## src/rtl/mc_pkg.sv

```systemverilog
// Shared encodings for the multi-cycle MIPS control unit: states, opcodes,
// functs and every datapath select code.
package mc_pkg;

    // FSM state codes (also visible on the debug port)
    localparam logic [2:0] ST_IF  = 3'd0;
    localparam logic [2:0] ST_ID  = 3'd1;
    localparam logic [2:0] ST_EXE = 3'd2;
    localparam logic [2:0] ST_MEM = 3'd3;
    localparam logic [2:0] ST_WB  = 3'd4;

    localparam logic [5:0] OP_RTYPE = 6'b000000;
    localparam logic [5:0] OP_J     = 6'b000010;
    localparam logic [5:0] OP_JAL   = 6'b000011;
    localparam logic [5:0] OP_BEQ   = 6'b000100;
    localparam logic [5:0] OP_ADDI  = 6'b001000;
    localparam logic [5:0] OP_ADDIU = 6'b001001;
    localparam logic [5:0] OP_ORI   = 6'b001101;
    localparam logic [5:0] OP_LUI   = 6'b001111;
    localparam logic [5:0] OP_LW    = 6'b100011;
    localparam logic [5:0] OP_SW    = 6'b101011;

    localparam logic [5:0] FN_JR    = 6'b001000;
    localparam logic [5:0] FN_ADDU  = 6'b100001;
    localparam logic [5:0] FN_SUBU  = 6'b100011;
    localparam logic [5:0] FN_SLT   = 6'b101010;

    localparam logic [1:0] EXT_ZERO  = 2'b00;
    localparam logic [1:0] EXT_SIGN  = 2'b01;
    localparam logic [1:0] EXT_UPPER = 2'b10;

    localparam logic [2:0] ALU_ADD    = 3'b000;
    localparam logic [2:0] ALU_SUB    = 3'b001;
    localparam logic [2:0] ALU_OR     = 3'b010;
    localparam logic [2:0] ALU_SLT    = 3'b011;
    localparam logic [2:0] ALU_PASS_B = 3'b100;

    localparam logic [1:0] NPC_PC4    = 2'b00;
    localparam logic [1:0] NPC_BRANCH = 2'b01;
    localparam logic [1:0] NPC_JUMP   = 2'b10;
    localparam logic [1:0] NPC_RS     = 2'b11;

    localparam logic [1:0] RDST_RT = 2'b00;
    localparam logic [1:0] RDST_RD = 2'b01;
    localparam logic [1:0] RDST_RA = 2'b10;

    localparam logic [1:0] WD_ALU = 2'b00;
    localparam logic [1:0] WD_MEM = 2'b01;
    localparam logic [1:0] WD_PC4 = 2'b10;

    // Instruction classes: one per distinct path through the FSM
    typedef enum logic [3:0] {
        CLS_ILLEGAL = 4'd0,
        CLS_RALU    = 4'd1,
        CLS_JR      = 4'd2,
        CLS_IALU    = 4'd3,
        CLS_LW      = 4'd4,
        CLS_SW      = 4'd5,
        CLS_BEQ     = 4'd6,
        CLS_J       = 4'd7,
        CLS_JAL     = 4'd8
    } instr_class_t;

endpackage

```

## src/rtl/mc_decode.sv

```systemverilog
// Combinational instruction decoder: opcode/funct to instruction class,
// extender mode, ALU configuration and illegal flag.
module mc_decode
    import mc_pkg::*;
(
    input  logic [5:0]   opcode,
    input  logic [5:0]   funct,
    output instr_class_t cls,
    output logic [1:0]   ext_op,
    output logic [2:0]   alu_op,
    output logic         alu_src_b,
    output logic         illegal
);

    // NOTE: every output gets a default before the case so no path can
    // leave a value unassigned and infer a latch.
    always_comb begin
        cls       = CLS_ILLEGAL;
        ext_op    = EXT_SIGN;
        alu_op    = ALU_ADD;
        alu_src_b = 1'b0;

        case (opcode)
            OP_RTYPE: begin
                case (funct)
                    FN_ADDU: begin cls = CLS_RALU; alu_op = ALU_ADD; end
                    FN_SUBU: begin cls = CLS_RALU; alu_op = ALU_SUB; end
                    FN_SLT:  begin cls = CLS_RALU; alu_op = ALU_SLT; end
                    FN_JR:   cls = CLS_JR;
                    default: cls = CLS_ILLEGAL;
                endcase
            end
            OP_ORI: begin
                cls       = CLS_IALU;
                ext_op    = EXT_ZERO;
                alu_op    = ALU_OR;
                alu_src_b = 1'b1;
            end
            OP_LUI: begin
                cls       = CLS_IALU;
                ext_op    = EXT_UPPER;
                alu_op    = ALU_PASS_B;
                alu_src_b = 1'b1;
            end
            OP_ADDI, OP_ADDIU: begin
                cls       = CLS_IALU;
                alu_src_b = 1'b1;
            end
            OP_LW: begin
                cls       = CLS_LW;
                alu_src_b = 1'b1;
            end
            OP_SW: begin
                cls       = CLS_SW;
                alu_src_b = 1'b1;
            end
            OP_BEQ: begin
                cls    = CLS_BEQ;
                alu_op = ALU_SUB;
            end
            OP_J:    cls = CLS_J;
            OP_JAL:  cls = CLS_JAL;
            default: cls = CLS_ILLEGAL;
        endcase

        illegal = (cls == CLS_ILLEGAL);
    end

endmodule

```

## src/rtl/mc_ctrl.sv

```systemverilog
// Multi-cycle MIPS control FSM (IF/ID/EXE/MEM/WB) driving all datapath strobes.
// Optional MC_CTRL_MEM_WAIT_EN: IF and MEM stall until mem_rdy is high.
module mc_ctrl
    import mc_pkg::*;
(
    input  logic       clk,
    input  logic       rst_n,
    input  logic [5:0] opcode,
    input  logic [5:0] funct,
    input  logic       zero,
    input  logic       mem_rdy,
    output logic       pc_wr,
    output logic       ir_wr,
    output logic       reg_wr,
    output logic       mem_wr,
    output logic [1:0] ext_op,
    output logic [2:0] alu_op,
    output logic       alu_src_b,
    output logic [1:0] reg_dst,
    output logic [1:0] wd_sel,
    output logic [1:0] npc_op,
    output logic       illegal,
    output logic [2:0] state
);

    instr_class_t dec_cls;
    logic [1:0]   dec_ext_op;
    logic [2:0]   dec_alu_op;
    logic         dec_alu_src_b;
    logic         dec_illegal;
    logic [2:0]   state_next;
    logic         mem_ok;

`ifdef MC_CTRL_MEM_WAIT_EN
    assign mem_ok = mem_rdy;
`else
    // Memory always completes in one cycle; the handshake input is not needed.
    logic mem_rdy_unused;
    assign mem_rdy_unused = mem_rdy;
    assign mem_ok         = 1'b1;
`endif

    mc_decode u_decode (
        .opcode    (opcode),
        .funct     (funct),
        .cls       (dec_cls),
        .ext_op    (dec_ext_op),
        .alu_op    (dec_alu_op),
        .alu_src_b (dec_alu_src_b),
        .illegal   (dec_illegal)
    );

    // NOTE: state is sequential, so it is updated with non-blocking
    // assignments; the combinational block below uses blocking ones.
    always_ff @(posedge clk or negedge rst_n) begin
        if (!rst_n) state <= ST_IF;
        else        state <= state_next;
    end

    always_comb begin
        state_next = ST_IF;
        pc_wr      = 1'b0;
        ir_wr      = 1'b0;
        reg_wr     = 1'b0;
        mem_wr     = 1'b0;
        illegal    = 1'b0;
        ext_op     = dec_ext_op;
        alu_op     = ALU_ADD;
        alu_src_b  = 1'b0;
        reg_dst    = RDST_RT;
        wd_sel     = WD_ALU;
        npc_op     = NPC_PC4;

        case (state)
            ST_IF: begin
                ir_wr      = mem_ok;
                pc_wr      = mem_ok;
                state_next = mem_ok ? ST_ID : ST_IF;
            end
            ST_ID: begin
                case (dec_cls)
                    CLS_J: begin
                        pc_wr  = 1'b1;
                        npc_op = NPC_JUMP;
                    end
                    CLS_JAL: begin
                        pc_wr   = 1'b1;
                        npc_op  = NPC_JUMP;
                        reg_wr  = 1'b1;
                        reg_dst = RDST_RA;
                        wd_sel  = WD_PC4;
                    end
                    CLS_JR: begin
                        pc_wr  = 1'b1;
                        npc_op = NPC_RS;
                    end
                    CLS_ILLEGAL: illegal = dec_illegal;
                    default:     state_next = ST_EXE;
                endcase
            end
            ST_EXE: begin
                alu_op    = dec_alu_op;
                alu_src_b = dec_alu_src_b;
                case (dec_cls)
                    CLS_BEQ: begin
                        // Not-taken branch leaves the PC+4 loaded during IF
                        pc_wr  = zero;
                        npc_op = NPC_BRANCH;
                    end
                    CLS_LW, CLS_SW: state_next = ST_MEM;
                    default:        state_next = ST_WB;
                endcase
            end
            ST_MEM: begin
                alu_op    = dec_alu_op;
                alu_src_b = dec_alu_src_b;
                mem_wr    = (dec_cls == CLS_SW) && mem_ok;
                if (!mem_ok)                state_next = ST_MEM;
                else if (dec_cls == CLS_LW) state_next = ST_WB;
                else                        state_next = ST_IF;
            end
            ST_WB: begin
                alu_op    = dec_alu_op;
                alu_src_b = dec_alu_src_b;
                reg_wr    = 1'b1;
                case (dec_cls)
                    CLS_LW: begin
                        wd_sel  = WD_MEM;
                        reg_dst = RDST_RT;
                    end
                    CLS_RALU: reg_dst = RDST_RD;
                    default:  reg_dst = RDST_RT;
                endcase
            end
            default: state_next = ST_IF;
        endcase

        // During reset the register already reads IF, but no write may escape
        if (!rst_n) begin
            pc_wr     = 1'b0;
            ir_wr     = 1'b0;
            reg_wr    = 1'b0;
            mem_wr    = 1'b0;
            illegal   = 1'b0;
            ext_op    = EXT_SIGN;
            alu_op    = ALU_ADD;
            alu_src_b = 1'b0;
            reg_dst   = RDST_RT;
            wd_sel    = WD_ALU;
            npc_op    = NPC_PC4;
        end
    end

endmodule

```

## config.mk

```make
export PLATFORM = sky130hd
export DESIGN_NAME = mc_ctrl
export DESIGN_NICKNAME = d
export VERILOG_FILES = /design/src/rtl/mc_pkg.sv /design/src/rtl/mc_decode.sv /design/src/rtl/mc_ctrl.sv
export SDC_FILE = /design/constraint.sdc
export NUM_CORES = 1
export LEC_CHECK = 0
export CAP_MARGIN = 20
export CORE_AREA = 2 2 45 47
export DETAILED_ROUTE_END_ITERATION = 8
export DIE_AREA = 0 0 47 49
export GPL_ROUTABILITY_DRIVEN = 0
export GPL_TIMING_DRIVEN = 0
export PLACE_DENSITY_LB_ADDON = 0.1
export REMOVE_ABC_BUFFERS = 1
export SKIP_LAST_GASP = 1
export SLEW_MARGIN = 30
export SYNTH_ARGS = -nofsm -noshare
export SYNTH_HDL_FRONTEND = slang
export SYNTH_SLANG_ARGS = --single-unit
```

## constraint.sdc

```tcl
create_clock -name clk -period 5.09 [get_ports clk]
set_input_delay 1.018 -clock clk [delete_from_list [all_inputs] [get_ports clk]]
set_output_delay 1.018 -clock clk [all_outputs]
set_load 0.005 [all_outputs]
```

==> metrics.yaml, run 1 <==
status: "completed"
area_delta_synth_final_pct: 59.8
min_path_cells: 1
h-tree-depth: 1
syn_area_sq_um: 607
grt_antenna_before_repair: 0
skew_ns: 0.00843
cts_root_buffer: "clkbuf_4"
grt_pass1_wl_mm: 2.93
cts_setup_buffers: 0
final_nets: 136
final_util: 0.526
rsz0062_at_grt: "false"
synth_async_sr_flop_share: 1.00
critPathArrivalTime_ns: 3.59
drive_above_1_share: 0.0840
dp_cells: 142
worstPathMaxFanout: 13
multiInputGateArea_sq_um: 487
setup_tns_ns: 0
vias: 766
synth_edf_count: 0
drc: 0
synth_top_family_by_area: "simple AND/OR/NAND/NOR gates"
synth-seq-cells: 3
p_int_mw: 0.116
netlist_instances: 89
synth-compound-area-share: 0.254
critPathLaunchType: "primary input"
cts_sinks: 3
instances_no_fill: 146
grt_max_degree: 14
dp_slack_ns: 0.500
net-switching-power_mw: 0.0712
synth_area_per_cell_sq_um: 6.82
portBuffers: 34
grt.total_usage: 0.166
core_sq_mm: 0.00184
timing.fmax_mhz: 217
maxSlewViolCount: 0
peakVddDrop_mv: 0.0756
die_y_um: 49
slew_headroom: 0.663
min_path_type: "reg2reg"
power.total_mw: 0.187
largest_register: "state"
initial_core_util: 0.329
hold_viol: 0
cts_tree: "built"
wl_per_cell_um: 12.2
pwr-share-seq: 0.248
cts_hold_buf: 0
final_common_cell: "clkdlybuf4s50_1"
worst_slack_ns: 0.477
dr.pass1.iters: 4
worstSetupEndpointType: "output pin"
synthAdderAreaFrac: 0
setup.worst_path.class: "in2out"
seq_area_sq_um: 75.1
min_period_ns: 4.61
die_width_um: 47
largestRegisters: "state x3"
row_count: 16
setup-violations-final: 0
clk_latency_ns: 0.24
p_leak_nw: 0.341
final_cell_mix: "clkdlybuf4s50_1 (34), nor2_1 (12), nor2b_1 (7), a21oi_1 (7), nand2_1 (5)"
cts_buffers: 3
pwr-share-clk: 0.231
dieArea_sq_mm: 0.00230
io_pins: 36
nFillCells: 195
combinationalPowerShare: 0.521
finalWirelength_mm: 1.79
ys_types: 40
r2r_cells: 3
drtIter0Drc: 8
switching_share: 0.381
synthXorXnorAreaFrac: 0
max-cap-violations: 0
detail-route-antenna-nets: 0
worst-r2r-setup-slack_ns: 3.98
dp_hpwl_mm: 1.38
grt_pass1_vias: 685
ys_warn_count: 0
clkSlewWorstSetupHoldPaths_ns: 0.04
period_share: 0.906
yosysSeqAreaShare: 0.124
power_density_mw_per_mm2: 193
clockBufferDepth: 2
vias_per_cell: 5.25
n_antenna_cell: 0
worstPathRequired_ns: 4.07
synthFlopType: "dfrtp_1"
tightestPinTransition_ns: 0.500
synthMuxAreaShare: 0.0165
largest_reg_flops: 3
grt-ovfl-total: 0
ctsResizeCount: 0
yosys.area_share.simple: 0.532
==> power by group through the flow <==
stage	combinational (mW)	clock, mW	sequential [mW]
final	0.0972	0.0431	0.0464
after global routing	0.108	0.0480	0.0484
after CTS	0.0977	0.0443	0.0461
after detailed placement	0.0973	0	0.0465
after global placement	0.0954	0	0.0469
after floorplan	0.0451	0	0.0432
==> routing by layer <==
| metal | vias up | part of all wire | GRT usage | wire (um) |
|---|---|---|---|---|
| met5 | - | 0 | 0 | 0 |
| met4 | 0 | 0.0022 | 0.0694 | 4 |
| met2 | 26 | 0.49 | 0.244 | 874 |
| li1 | 391 | - | - | - |
| met3 | 2 | 0.046 | 0.0222 | 83 |
| met1 | 347 | 0.46 | 0.234 | 824 |
==> through the flow <==
stage          area, sq um  hold slack, ns
2_1_floorplan          569           0.587
3_3_place_gp           943           0.636
3_5_place_dp           943           0.649
4_1_cts                970           0.660
5_1_grt                970           0.698
6_report               970           0.679
==> cell usage after synthesis, types with 2 or more instances <==
cell      number  share of area
a211oi_1       2          0.025
buf_2          2          0.016
inv_1          2          0.012
or2_2          2          0.021
a31o_2         2          0.029
a21oi_1        7          0.058
dfrtp_1        3           0.12
nor3_1         4          0.033
nand3_1        3          0.025
nor2b_1        7          0.072
clkbuf_1       4          0.025
nand4b_1       2          0.029
nand2_1        5          0.031
nor4_1         2          0.021
nand2b_1       4          0.041
nor2_1        12          0.074
nor3b_1        2          0.025
and4_1         2          0.029
==> critical path, cell delays in order <==
cell and delay [ns]:
clkdlybuf4s50_1 0.63, or4b_1 0.65, nor3_4 0.16, and2b_1 0.21
a21oi_1 0.07, a2111oi_2 0.29, clkdlybuf4s50_1 0.56
==> cell families (layout without fill, tap and decap cells) <==
kind of cell	Yosys count	in the layout
AOI/OAI and AO/OA	21	21
buffers and inverters	10	40
DFF	3	3
muxes	1	1
and+or+nand+nor	54	54
==> final cells by class <==
type	count	share of cell area
timing repair buffer	34	0.351
inverter	2	0.00774
multi-input combinational	76	0.502
clock buffer	4	0.0271
sequential	3	0.0774
tap	27	0.0348
==> final timing paths <==
path                               startpoint                 end
max                                 opcode[2]              mem_wr
min                        state[2]$_DFF_PN0_  state[0]$_DFF_PN0_
max reg2reg                state[1]$_DFF_PN0_  state[1]$_DFF_PN0_
min reg2reg                state[2]$_DFF_PN0_  state[0]$_DFF_PN0_
max in group asynchronous               rst_n  state[0]$_DFF_PN0_
min in group asynchronous               rst_n  state[1]$_DFF_PN0_
Note: power is estimated with default switching activity, not from simulation.
==> run 2, diff against run 1 <==
--- a/config.mk
+++ b/config.mk
@@ -6,9 +6,9 @@
 export NUM_CORES = 1
 export LEC_CHECK = 0
 export CAP_MARGIN = 20
-export CORE_AREA = 2 2 45 47
+export CORE_AREA = 2 2 46 48
 export DETAILED_ROUTE_END_ITERATION = 8
-export DIE_AREA = 0 0 47 49
+export DIE_AREA = 0 0 48 50
 export GPL_ROUTABILITY_DRIVEN = 0
 export GPL_TIMING_DRIVEN = 0
 export PLACE_DENSITY_LB_ADDON = 0.1
==> constraint.sdc (replaced) <==
create_clock -name clk -period 4.1 [get_ports clk]
set_input_delay 0.82 -clock clk [delete_from_list [all_inputs] [get_ports clk]]
set_output_delay 0.82 -clock clk [all_outputs]
set_load 0.005 [all_outputs]
==> run 2 against run 1 <==
Effect of this change: final cell count stayed put; combinational power rose by 22%; hold slack worse by 0.039 ns; clock power grew 25%; routed wire length is 1.2% lower; clock skew about the same; highest routed layer unchanged.
==> metrics.yaml, run 2 (synthesis gave the netlist of run 1 again) <==
status: "completed"
hold_viol: 0
wl_per_cell_um: 12.1
min_period_ns: 3.90
skew_ns: 0.00890
p_int_mw: 0.142
grt_max_degree: 14
final_common_cell: "clkdlybuf4s50_1"
critPathArrivalTime_ns: 3.08
power_density_mw_per_mm2: 237
nFillCells: 197
slew_headroom: 0.678
maxSlewViolCount: 0
dieArea_sq_mm: 0.00240
cts_sinks: 3
cts_tree: "built"
pwr-share-seq: 0.247
period_share: 0.951
tightestPinTransition_ns: 0.483
clkSlewWorstSetupHoldPaths_ns: 0.04
row_count: 16
grt-ovfl-total: 0
max-cap-violations: 0
h-tree-depth: 1
ctsResizeCount: 3
io_pins: 36
worst_hold_slack_ns: 0.641
core_sq_mm: 0.00190
largestRegisters: "state x3"
largest_register: "state"
final_nets: 136
n_antenna_cell: 0
worstSetupEndpointType: "output pin"
cts_hold_buf: 0
timing.fmax_mhz: 257
net-switching-power_mw: 0.0883
worst-r2r-setup-slack_ns: 3.01
final_cell_mix: "clkdlybuf4s50_1 (28), nor2_1 (12), nor2b_1 (7), a21oi_1 (7), nand2_1 (5)"
pwr-share-clk: 0.234
reg2reg_from: "state[1]$_DFF_PN0_"
switching_share: 0.383
clk_latency_ns: 0.24
r2r_cells: 3
dp_slack_ns: -0.108
setup-violations-final: 0
detail-route-antenna-nets: 0
drtIter0Drc: 10
largest_reg_flops: 3
grt_pass1_wl_mm: 2.99
cts_root_buffer: "clkbuf_4"
holdPathEnd: "state[0]$_DFF_PN0_"
critPathLaunchType: "primary input"
vias: 791
min_path_cells: 1
combinationalPowerShare: 0.518
rsz0062_at_grt: "false"
dp_hpwl_mm: 1.42
dr.pass1.iters: 4
worstPathRequired_ns: 3.28
initial_core_util: 0.319
clockBufferDepth: 2
worstPathMaxFanout: 13
vias_per_cell: 5.42
hp-start: "state[2]$_DFF_PN0_"
grt.total_usage: 0.165
cts_setup_buffers: 0
worst_slack_ns: 0.202
area_delta_synth_final_pct: 60.4
finalWirelength_mm: 1.77
grt_antenna_before_repair: 0
p_leak_nw: 0.373
die_width_um: 48
drive_above_1_share: 0.0840
peakVddDrop_mv: 0.194
portBuffers: 34
cts_buffers: 3
min_path_type: "reg2reg"
grt_pass1_vias: 692
die_y_um: 50
timing.rr.end: "state[1]$_DFF_PN0_"
drc: 0
setup.worst_path.class: "in2out"
run 2: worst max-delay path by stage:
stage	start	endpoint	slack [ns]	depth (start not counted)
finish	opcode[2]	mem_wr	0.20	7
global route	opcode[2]	mem_wr	0.03	7
CTS	opcode[0]	mem_wr	0.01	7
detailed placement	opcode[2]	mem_wr	-0.11	7
global placement	opcode[2]	mem_wr	-0.09	7
floorplan	opcode[4]	mem_wr	1.21	5
run 2: critical path, stage by stage:
cell and delay, ns:
dlygate4sd2_1 0.37, or4b_1 0.62, nor3_4 0.16, and2b_1 0.20
a21oi_1 0.07, a2111oi_2 0.28, clkdlybuf4s50_1 0.56
run 2: routing by layer:
layer  vias to the layer above  global-route usage  share of wire
met2                        29               0.264           0.50
met3                         2              0.0256          0.046
li1                        394                   -              -
met5                         -                   0              0
met4                         0              0.0541         0.0057
met1                       366               0.217           0.45
run 2: area by class of cell:
type	count	area [sq um]	share of cell area
Multi-Input combinational cell	76	487	0.500
Timing Repair Buffer	34	344	0.353
Tap cell	27	33.8	0.0347
Inverter	2	7.51	0.00771
Sequential cell	3	75.1	0.0771
Clock buffer	4	26.3	0.0270
run 2: per-stage QoR:
stage | util | TNS (ns) | cell area [sq um] | cells | power, mW
after floorplan | - | 0 | 569 | 81 | 0.110
after global placement | 0.496 | -0.0916 | 943 | 142 | 0.178
after detailed placement | 0.496 | -0.126 | 943 | 142 | 0.178
after CTS | 0.508 | 0 | 966 | 146 | 0.233
after global routing | 0.512 | 0 | 973 | 146 | 0.250
final | 0.512 | 0 | 973 | 146 | 0.230
run 2: power groups by stage:
stage	clock network (mW)	logic, mW	registers [mW]
floorplan	0	0.0560	0.0536
global placement	0	0.120	0.0580
detailed placement	0	0.121	0.0574
CTS	0.0551	0.120	0.0573
global route	0.0585	0.132	0.0593
finish	0.0540	0.119	0.0570
